--- src/rtl/regfile_pkg.sv ---
// regfile_pkg: shared register-file widths and the writeback request record.
package regfile_pkg;
  localparam int XLEN = 32;
  localparam int REG_ADDR_W = 5;
  localparam int NUM_REGS = 32;
  localparam logic [REG_ADDR_W-1:0] ZERO_REG = 5'd0;
  typedef struct packed {
    logic                  valid;
    logic [REG_ADDR_W-1:0] addr;
    logic [XLEN-1:0]       data;
  } wb_req_t;
endpackage

--- src/rtl/wb_scoreboard.sv ---
// wb_scoreboard: per-register pending mul/div BUSY bits and the issue-conflict pulse.
module wb_scoreboard
  import regfile_pkg::*;
(
  input  logic                  i_clk,
  input  logic                  i_rst,
  input  logic                  i_issue_valid,
  input  logic [REG_ADDR_W-1:0] i_issue_rd,
  input  logic                  i_clr,
  input  logic [REG_ADDR_W-1:0] i_clr_addr,
  output logic [NUM_REGS-1:0]   o_busy,
  output logic                  o_conflict
);
  logic [NUM_REGS-1:0] r_busy;
  logic [NUM_REGS-1:0] w_set;
  logic [NUM_REGS-1:0] w_clr;
  logic                r_conflict;
  logic                w_issue;
  always_comb begin
    w_issue = i_issue_valid && i_issue_rd != ZERO_REG;
    w_set   = w_issue ? NUM_REGS'(1) << i_issue_rd : '0;
    w_clr   = i_clr ? NUM_REGS'(1) << i_clr_addr : '0;
  end
  // Set is OR-ed after the clear so a same-edge reissue keeps the bit.
  always_ff @(posedge i_clk or posedge i_rst) begin
    if (i_rst) begin
      r_busy     <= '0;
      r_conflict <= 1'b0;
    end else begin
      r_busy     <= ((r_busy & ~w_clr) | w_set) & ~NUM_REGS'(1);
      r_conflict <= w_issue && r_busy[i_issue_rd];
    end
  end
  assign o_busy     = r_busy;
  assign o_conflict = r_conflict;
endmodule

--- src/rtl/regfile_wb_arbiter.sv ---
// regfile_wb_arbiter: shares the register-file write port between core writeback
// (priority) and a buffered, starvation-bounded mul/div result port.
module regfile_wb_arbiter
  import regfile_pkg::*;
#(
  parameter int MAX_WAIT = 4
) (
  input  logic                  CLK,
  input  logic                  RST,
  input  logic                  WB0_VALID,
  input  logic [REG_ADDR_W-1:0] WB0_ADDR,
  input  logic [XLEN-1:0]       WB0_DATA,
  output logic                  WB0_READY,
  input  logic                  WB1_VALID,
  input  logic [REG_ADDR_W-1:0] WB1_ADDR,
  input  logic [XLEN-1:0]       WB1_DATA,
  output logic                  WB1_READY,
  input  logic                  ISSUE_VALID,
  input  logic [REG_ADDR_W-1:0] ISSUE_RD,
  output logic                  ISSUE_CONFLICT,
  output logic                  WE3,
  output logic [REG_ADDR_W-1:0] A3,
  output logic [XLEN-1:0]       WD3,
  output logic [NUM_REGS-1:0]   BUSY
);
  localparam logic [3:0] W_MAX = 4'(MAX_WAIT);
  wb_req_t    r_hold;
  logic [3:0] r_wait_cnt;
  logic       w_force;
  logic       w_grant0;
  logic       w_grant1;
  always_comb begin
    w_force   = r_hold.valid && r_wait_cnt == W_MAX;
    w_grant1  = r_hold.valid && (!WB0_VALID || w_force);
    w_grant0  = WB0_VALID && !w_grant1;
    WB0_READY = !w_force;
    WB1_READY = !r_hold.valid || w_grant1;
    A3        = w_grant1 ? r_hold.addr : w_grant0 ? WB0_ADDR : ZERO_REG;
    WD3       = w_grant1 ? r_hold.data : w_grant0 ? WB0_DATA : '0;
    WE3       = (w_grant0 || w_grant1) && A3 != ZERO_REG;
  end
  // Draining and refilling on the same edge gives port 1 one result per cycle.
  always_ff @(posedge CLK or posedge RST) begin
    if (RST) begin
      r_hold     <= '0;
      r_wait_cnt <= '0;
    end else begin
      if (WB1_VALID && WB1_READY)
        r_hold <= '{valid: 1'b1, addr: WB1_ADDR, data: WB1_DATA};
      else if (w_grant1)
        r_hold.valid <= 1'b0;
      r_wait_cnt <= (!r_hold.valid || w_grant1) ? 4'd0 :
                    (r_wait_cnt == W_MAX) ? r_wait_cnt : r_wait_cnt + 4'd1;
    end
  end
  wb_scoreboard u_sb (
    .i_clk        (CLK),
    .i_rst        (RST),
    .i_issue_valid(ISSUE_VALID),
    .i_issue_rd   (ISSUE_RD),
    .i_clr        (w_grant1),
    .i_clr_addr   (r_hold.addr),
    .o_busy       (BUSY),
    .o_conflict   (ISSUE_CONFLICT)
  );
endmodule

--- config.mk ---
export PLATFORM = sky130hd
export DESIGN_NAME = regfile_wb_arbiter
export DESIGN_NICKNAME = d
export VERILOG_FILES = /design/src/rtl/regfile_pkg.sv /design/src/rtl/wb_scoreboard.sv /design/src/rtl/regfile_wb_arbiter.sv
export SDC_FILE = /design/constraint.sdc
export NUM_CORES = 1
export LEC_CHECK = 0
export ABC_AREA = 0
export CAP_MARGIN = 20
export CORE_MARGIN = 2
export CORE_UTILIZATION = 40
export DETAILED_ROUTE_END_ITERATION = 10
export PLACE_DENSITY = 0.82
export SYNTH_ARGS = -nofsm -noshare
export SYNTH_HDL_FRONTEND = slang
export SYNTH_SLANG_ARGS = --single-unit
--- constraint.sdc ---
create_clock -name CLK -period 2.25 [get_ports CLK]
set_input_delay 0.3375 -clock CLK [delete_from_list [all_inputs] [get_ports CLK]]
set_output_delay 0.3375 -clock CLK [all_outputs]
set_load 0.005 [all_outputs]
Yosys cells after proc, flatten, opt, wreduce, memory -nomap -nowiden:

Index checks and enable logic that the tools add are counted.

* register bits: 74
* bits of input ports: 84

* add/subtract/negate cells: 1
* $lt $le $gt $ge: 1
* equality and inequality tests: 2
* shift operators: 2
* multiplexer cells: 12
* bitwise gates (word level): 3
* reduce and logical (&&, ||, !) cells: 17

Operator list (number)
* $mux W32: 4
* $shl A1 B5 Y32 const A: 2
* $and A32 B32 Y32: 1
* $not A32 Y32: 1
* $or A32 B32 Y32: 1
* $mux W5: 2
* $reduce_bool A5 Y1: 2
* $mux W4: 2
* $logic_and A1 B1 Y1: 7
* $lt A5 B6 Y1 const B: 1
* $bmux W1 S5: 1
* $add A4 B1 Y4 const B: 1
* $eq A4 B3 Y1 const B: 1
* $logic_not A1 Y1: 4
* $logic_or A1 B1 Y1: 3
* $mux W1: 3
* $ne A2 B2 Y1 const B: 1
* $reduce_bool A2 Y1: 1

Logic depth before layout (Yosys ltp):

* word-level depth: 10
* mapped depth: 9
* depth with buffers taken out: 6

By module:

A second synthesis with hierarchy kept.

* cell total of the unflattened synthesis: 408
* area total of the unflattened synthesis: 4033.9 µm²

Modules (own cells, without submodules)
* regfile_wb_arbiter: instances 1, cells each 243, area an instance 2364.8 µm²
* wb_scoreboard: instances 1, cells each 165, area an instance 1669.1 µm²

Least setup slack after synthesis:

No wires, ideal clock.

* path type: register to register
* start: register r_wait_cnt[0]
* end: register r_hold[0] (netlist name)
* setup time: 0.125 ns
* arrival time: 1.910 ns
* required time: 2.125 ns
* path slack: 0.215 ns
* stages on the path, launching flop included: 10
* path buffers: 3
* path through: dfrtp_1 inv_1 ha_1 and3b_1 or3_1 buf_6 and2_4 buf_6 buf_6 mux2_4

* cells in the longest elaborated chain, start to end: 6

Ends and longest elaborated chain
* start: declaration: line regfile_wb_arbiter.sv:28 `logic [3:0] r_wait_cnt;`
* start signal: assignment: line regfile_wb_arbiter.sv:52 `r_wait_cnt <= (!r_hold.valid || w_grant1) ? 4'd0 :`
* $eq A4 B3 Y1: line regfile_wb_arbiter.sv:33 `w_force = r_hold.valid && r_wait_cnt == W_MAX;`
* $logic_and A1 B1 Y1: line regfile_wb_arbiter.sv:33
* $logic_or A1 B1 Y1: line regfile_wb_arbiter.sv:34 `w_grant1 = r_hold.valid && (!WB0_VALID || w_force);`
* $logic_and A1 B1 Y1: line regfile_wb_arbiter.sv:34
* $logic_or A1 B1 Y1: line regfile_wb_arbiter.sv:37 `WB1_READY = !r_hold.valid || w_grant1;`
* via WB1_READY: line regfile_wb_arbiter.sv:17 `output logic WB1_READY,`
* $logic_and A1 B1 Y1: line regfile_wb_arbiter.sv:48 `if (WB1_VALID && WB1_READY)`
* end signal: assignment: line regfile_wb_arbiter.sv:49 `r_hold <= '{valid: 1'b1, addr: WB1_ADDR, data: WB1_DATA};`
* end: declaration: line regfile_wb_arbiter.sv:27 `wb_req_t r_hold;`

The timed path passes the listed nets, and every way through them passes these cells.
A chain may end at the register's enable or synchronous reset.

Final worst setup path:

* start: register r_wait_cnt[1]
* end: output port WD3[19]

* cells in the longest elaborated chain, start to end: 8

Ends and longest elaborated chain
* $eq A4 B3 Y1 *: line regfile_wb_arbiter.sv:33
* $logic_and A1 B1 Y1 *: line regfile_wb_arbiter.sv:33
* $logic_or A1 B1 Y1 *: line regfile_wb_arbiter.sv:34
* $logic_and A1 B1 Y1 *: line regfile_wb_arbiter.sv:34
* $logic_not A1 Y1: line regfile_wb_arbiter.sv:35 `w_grant0 = WB0_VALID && !w_grant1;`
* $logic_and A1 B1 Y1: line regfile_wb_arbiter.sv:35
* $mux W32: line regfile_wb_arbiter.sv:39 `WD3 = w_grant1 ? r_hold.data : w_grant0 ? WB0_DATA : '0;`
* $mux W32 *: line regfile_wb_arbiter.sv:39
* end: declaration: line regfile_wb_arbiter.sv:23 `output logic [XLEN-1:0] WD3,`

Every way passes the cells marked *; elsewhere a longest branch is shown, timed or not.

==> impl_metrics.json <==
{
  "status": "complete, but fails checks",
  "violations": "setup timing",
  "hold_viol": 0,
  "numPortBuffers": 155,
  "min-delay-path-class": "primary input to asynchronous set/reset pin",
  "rsz0062_at_grt": "true",
  "synth_edf_count": 0,
  "post-route-util_pct": 64.26,
  "clk_pin_slew_ns": 0.08,
  "diodes": 0,
  "crit_type": "flip-flop to primary output",
  "cp_cell_sequence": "inv_1 > ha_2 > and3b_2 > a21oi_4 > buf_6 > buf_6 > clkbuf_16 > nand2_2 > o21ai_1 > buf_2",
  "p_comb_share_pct": 33.8,
  "regArea_um2": 1852,
  "clkLatencyLatePin_ns": 0.35,
  "netlist_area_um2": 4008,
  "ir_worst_vdd_uv": 402.3,
  "synthesis.nets": 496,
  "crit_slowest_cell": "dfrtp_1",
  "p_leak_uw": 0.002717,
  "syn_area_per_cell_um2": 9.775,
  "grt_pass1_wl_mm": 19.70,
  "ant_nets": 0,
  "use_met1_pct": 27.36,
  "async_flop_share_pct": 100.0,
  "drive_above_1_share_pct": 31.84,
  "arrival_ns": 2.02,
  "cts-buffers-inserted": 9,
  "rr_startpoint": "r_wait_cnt[1]",
  "crit_fanout": 7,
  "gp_congestion": 0.8781,
  "fmax_mhz": 424.9,
  "power_switching_uw": 1371,
  "grt.busiest_layer": "met2",
  "finalClockSkew_ns": 0.005692,
  "clock_sinks": 74,
  "grt_pass1_vias": 4012,
  "overflow": 0,
  "cts_tree": "yes",
  "synth_flop_cell": "dfrtp_1",
  "p_sw_share_pct": 29.06,
  "r2r_setup_slack_ns": 0.15,
  "area_growth_pct": 56.01,
  "yosysWarnings": 0,
  "drt_wl_total_mm": 12.67,
  "min_period_ns": 2.354,
  "cts_hold_buf": 0,
  "synthTopCellsByCount": "96 x o21ai_0, 89 x nand2_1, 74 x dfrtp_1",
  "wl_per_cell_um": 17.74,
  "dp_cells": 685,
  "finalNetCount": 662,
  "yosysTopAreaCell": "dfrtp_1",
  "drv_slew": 0,
  "maxCapViolations": 0,
  "pwr-share-clk_pct": 26.3,
  "dpl.hpwl_mm": 8.577,
  "nFillCells": 788,
  "viasPerCell": 5.396,
  "worstPathBufferInverterCount": 5,
  "die_h_um": 104.1,
  "critPathLaunchType": "flip-flop",
  "crit_family": "buffers and inverters",
  "clk_path_buf_depth": 2,
  "seq_area_frac_synth_pct": 46.21,
  "vias": 3853,
  "syn-instance-count": 410,
  "rows": 36,
  "die_area_um2": 10840,
  "crit_path_max_incr_delay_ns": 0.37,
  "drc_errors": 0,
  "min_period_over_period_pct": 104.6,
  "grt_max_degree": 75,
  "required_ns": 1.91,
  "firstDrtPassIters": 4,
  "grt_use_total_pct": 22.61,
  "critPathLaunch": "r_wait_cnt[1]",
  "ios": 157,
  "fin_cells": 714,
  "htree_levels": 3,
  "drtIter0Drc": 151,
  "power_uw": 4717,
  "finalSetupViolations": 28,
  "core-area_um2": 9729,
  "multi_input_area_um2": 2163,
  "grt_use_met2_pct": 39.29,
  "antenna_found_initial": 0,
  "end_kind": "primary output",
  "p_int_uw": 3346,
  "fp.dieW_um": 104.1,
  "setup_tns_ns": -1.871,
  "final.setup.worst_slack_ns": -0.1035,
  "synth.top_cells.by_area": "dfrtp_1 46%, o21ai_0 12%, mux2_4 11%",
  "initial_utilization_pct": 41.19,
  "ys_types": 38,
  "cpMostUsedCell": "buf_6",
  "cts_root_buf": "clkbuf_8",
  "grt_use_met3_pct": 5.827,
  "netlist.area_leader.share_pct": 46.21,
  "ys_seq_elements": 74,
  "seq_power_share_pct": 39.9,
  "power.density_nw_per_um2": 754.5,
  "synth.most_common_cell": "o21ai_0"
}
-- stage by stage --
step,hold slack (ns),setup slack (ns),cell area [um2]
3_3_place_gp,0.4915,-0.09761,5763
4_1_cts,0.3986,-0.1785,6115
5_1_grt,0.4319,-0.1900,6252
6_report,0.3836,-0.1035,6252
2_1_floorplan,0.4459,0.03088,4008
3_5_place_dp,0.4976,-0.1183,5763
-- cell families (layout without fill, tap and decap cells) --
| kind of cell | Yosys count | in the layout | share of synthesized area [%] |
|---|---|---|---|
| AND/OR/NAND/NOR | 131 | 132 | 14.55 |
| multiplexers | 48 | 48 | 17.92 |
| XOR/XNOR | 2 | 2 | 0.4372 |
| buffers and inverters | 39 | 209 | 4.714 |
| other | 1 | 1 | 0.09357 |
| flip-flops | 74 | 74 | 46.21 |
| AO/OA/AOI/OAI | 113 | 113 | 15.45 |
| adder cells (fa/ha/maj) | 2 | 2 | 0.6243 |
-- path summary, 6_finish.rpt --
check,to,cells past startpoint
min in group CLK,r_hold[22],1
max in group asynchronous,r_hold[27],3
worst max register to register,r_hold[36],7
worst min-delay path,u_sb.o_busy[18],3
worst min register to register,r_hold[22],1
worst max-delay path,WD3[19],10
-- worst min-delay path: stages --
cell and delay [ns]:
clkdlybuf4s50_1 0.41, inv_2 0.07, buf_12 0.32
-- power by group through the flow --
stage	clock [uW]	combinational (uW)	sequential, uW
floorplan	0	667	1840
CTS	1270	1560	1880
finish	1240	1590	1880
detailed placement	0	1550	1900
global route	1320	1740	1920
global placement	0	1500	1880
-- per-layer routing --
metal / vias to the layer above / wire length [um]
met5: - / 0
met4: 0 / 227
met3: 22 / 948
met2: 189 / 6385
met1: 1878 / 5104
li1: 1764 / -
-- placed cells by master, fill, tap and decap left out, types with 3 or more instances in the layout --
cell | netlist | final
o21ai_2 | 0 | 16
clkbuf_8 | 0 | 9
mux2_4 | 30 | 30
clkdlybuf4s50_1 | 0 | 115
nand2_1 | 89 | 62
o31ai_1 | 4 | 3
mux2_2 | 10 | 10
nand2b_1 | 9 | 9
buf_12 | 0 | 5
nor2b_1 | 4 | 4
buf_4 | 1 | 14
buf_6 | 5 | 3
nand3b_1 | 5 | 5
buf_16 | 0 | 3
nand2_4 | 0 | 7
nand2_2 | 0 | 20
nor2_1 | 8 | 8
nand3_1 | 5 | 5
mux4_2 | 6 | 6
buf_2 | 1 | 36
clkbuf_16 | 0 | 4
o21ai_1 | 0 | 22
dfrtp_1 | 74 | 74
o21ai_0 | 96 | 58
bufinv_16 | 0 | 3
inv_1 | 8 | 6
o2111ai_1 | 8 | 8
-- state kept, by name (all words and copies together) (netlist names) --
name and cells:
u_sb.o_busy 31, r_hold 38, u_sb.o_conflict 1, r_wait_cnt 4
-- what timing repair did --
item / CTS / global route
pin swaps: 1 / 22
setup endpoints to repair: 77 / 38
gates cloned: 4 / 4
setup buffers: 4 / 1
gates resized for setup: 145 / 111
endpoints found under the hold margin: 0 / 0
-- area by class of cell --
| cell class | instances | share of cell area, % |
|---|---|---|
| tap | 133 | 2.662 |
| inverter | 8 | 0.4803 |
| clock buffer | 10 | 2.041 |
| sequential | 74 | 29.62 |
| multi-input combinational | 298 | 34.60 |
| timing repair buffer | 185 | 28.76 |
| clock inverter | 6 | 1.841 |
(Power assumes the default switching activity.)
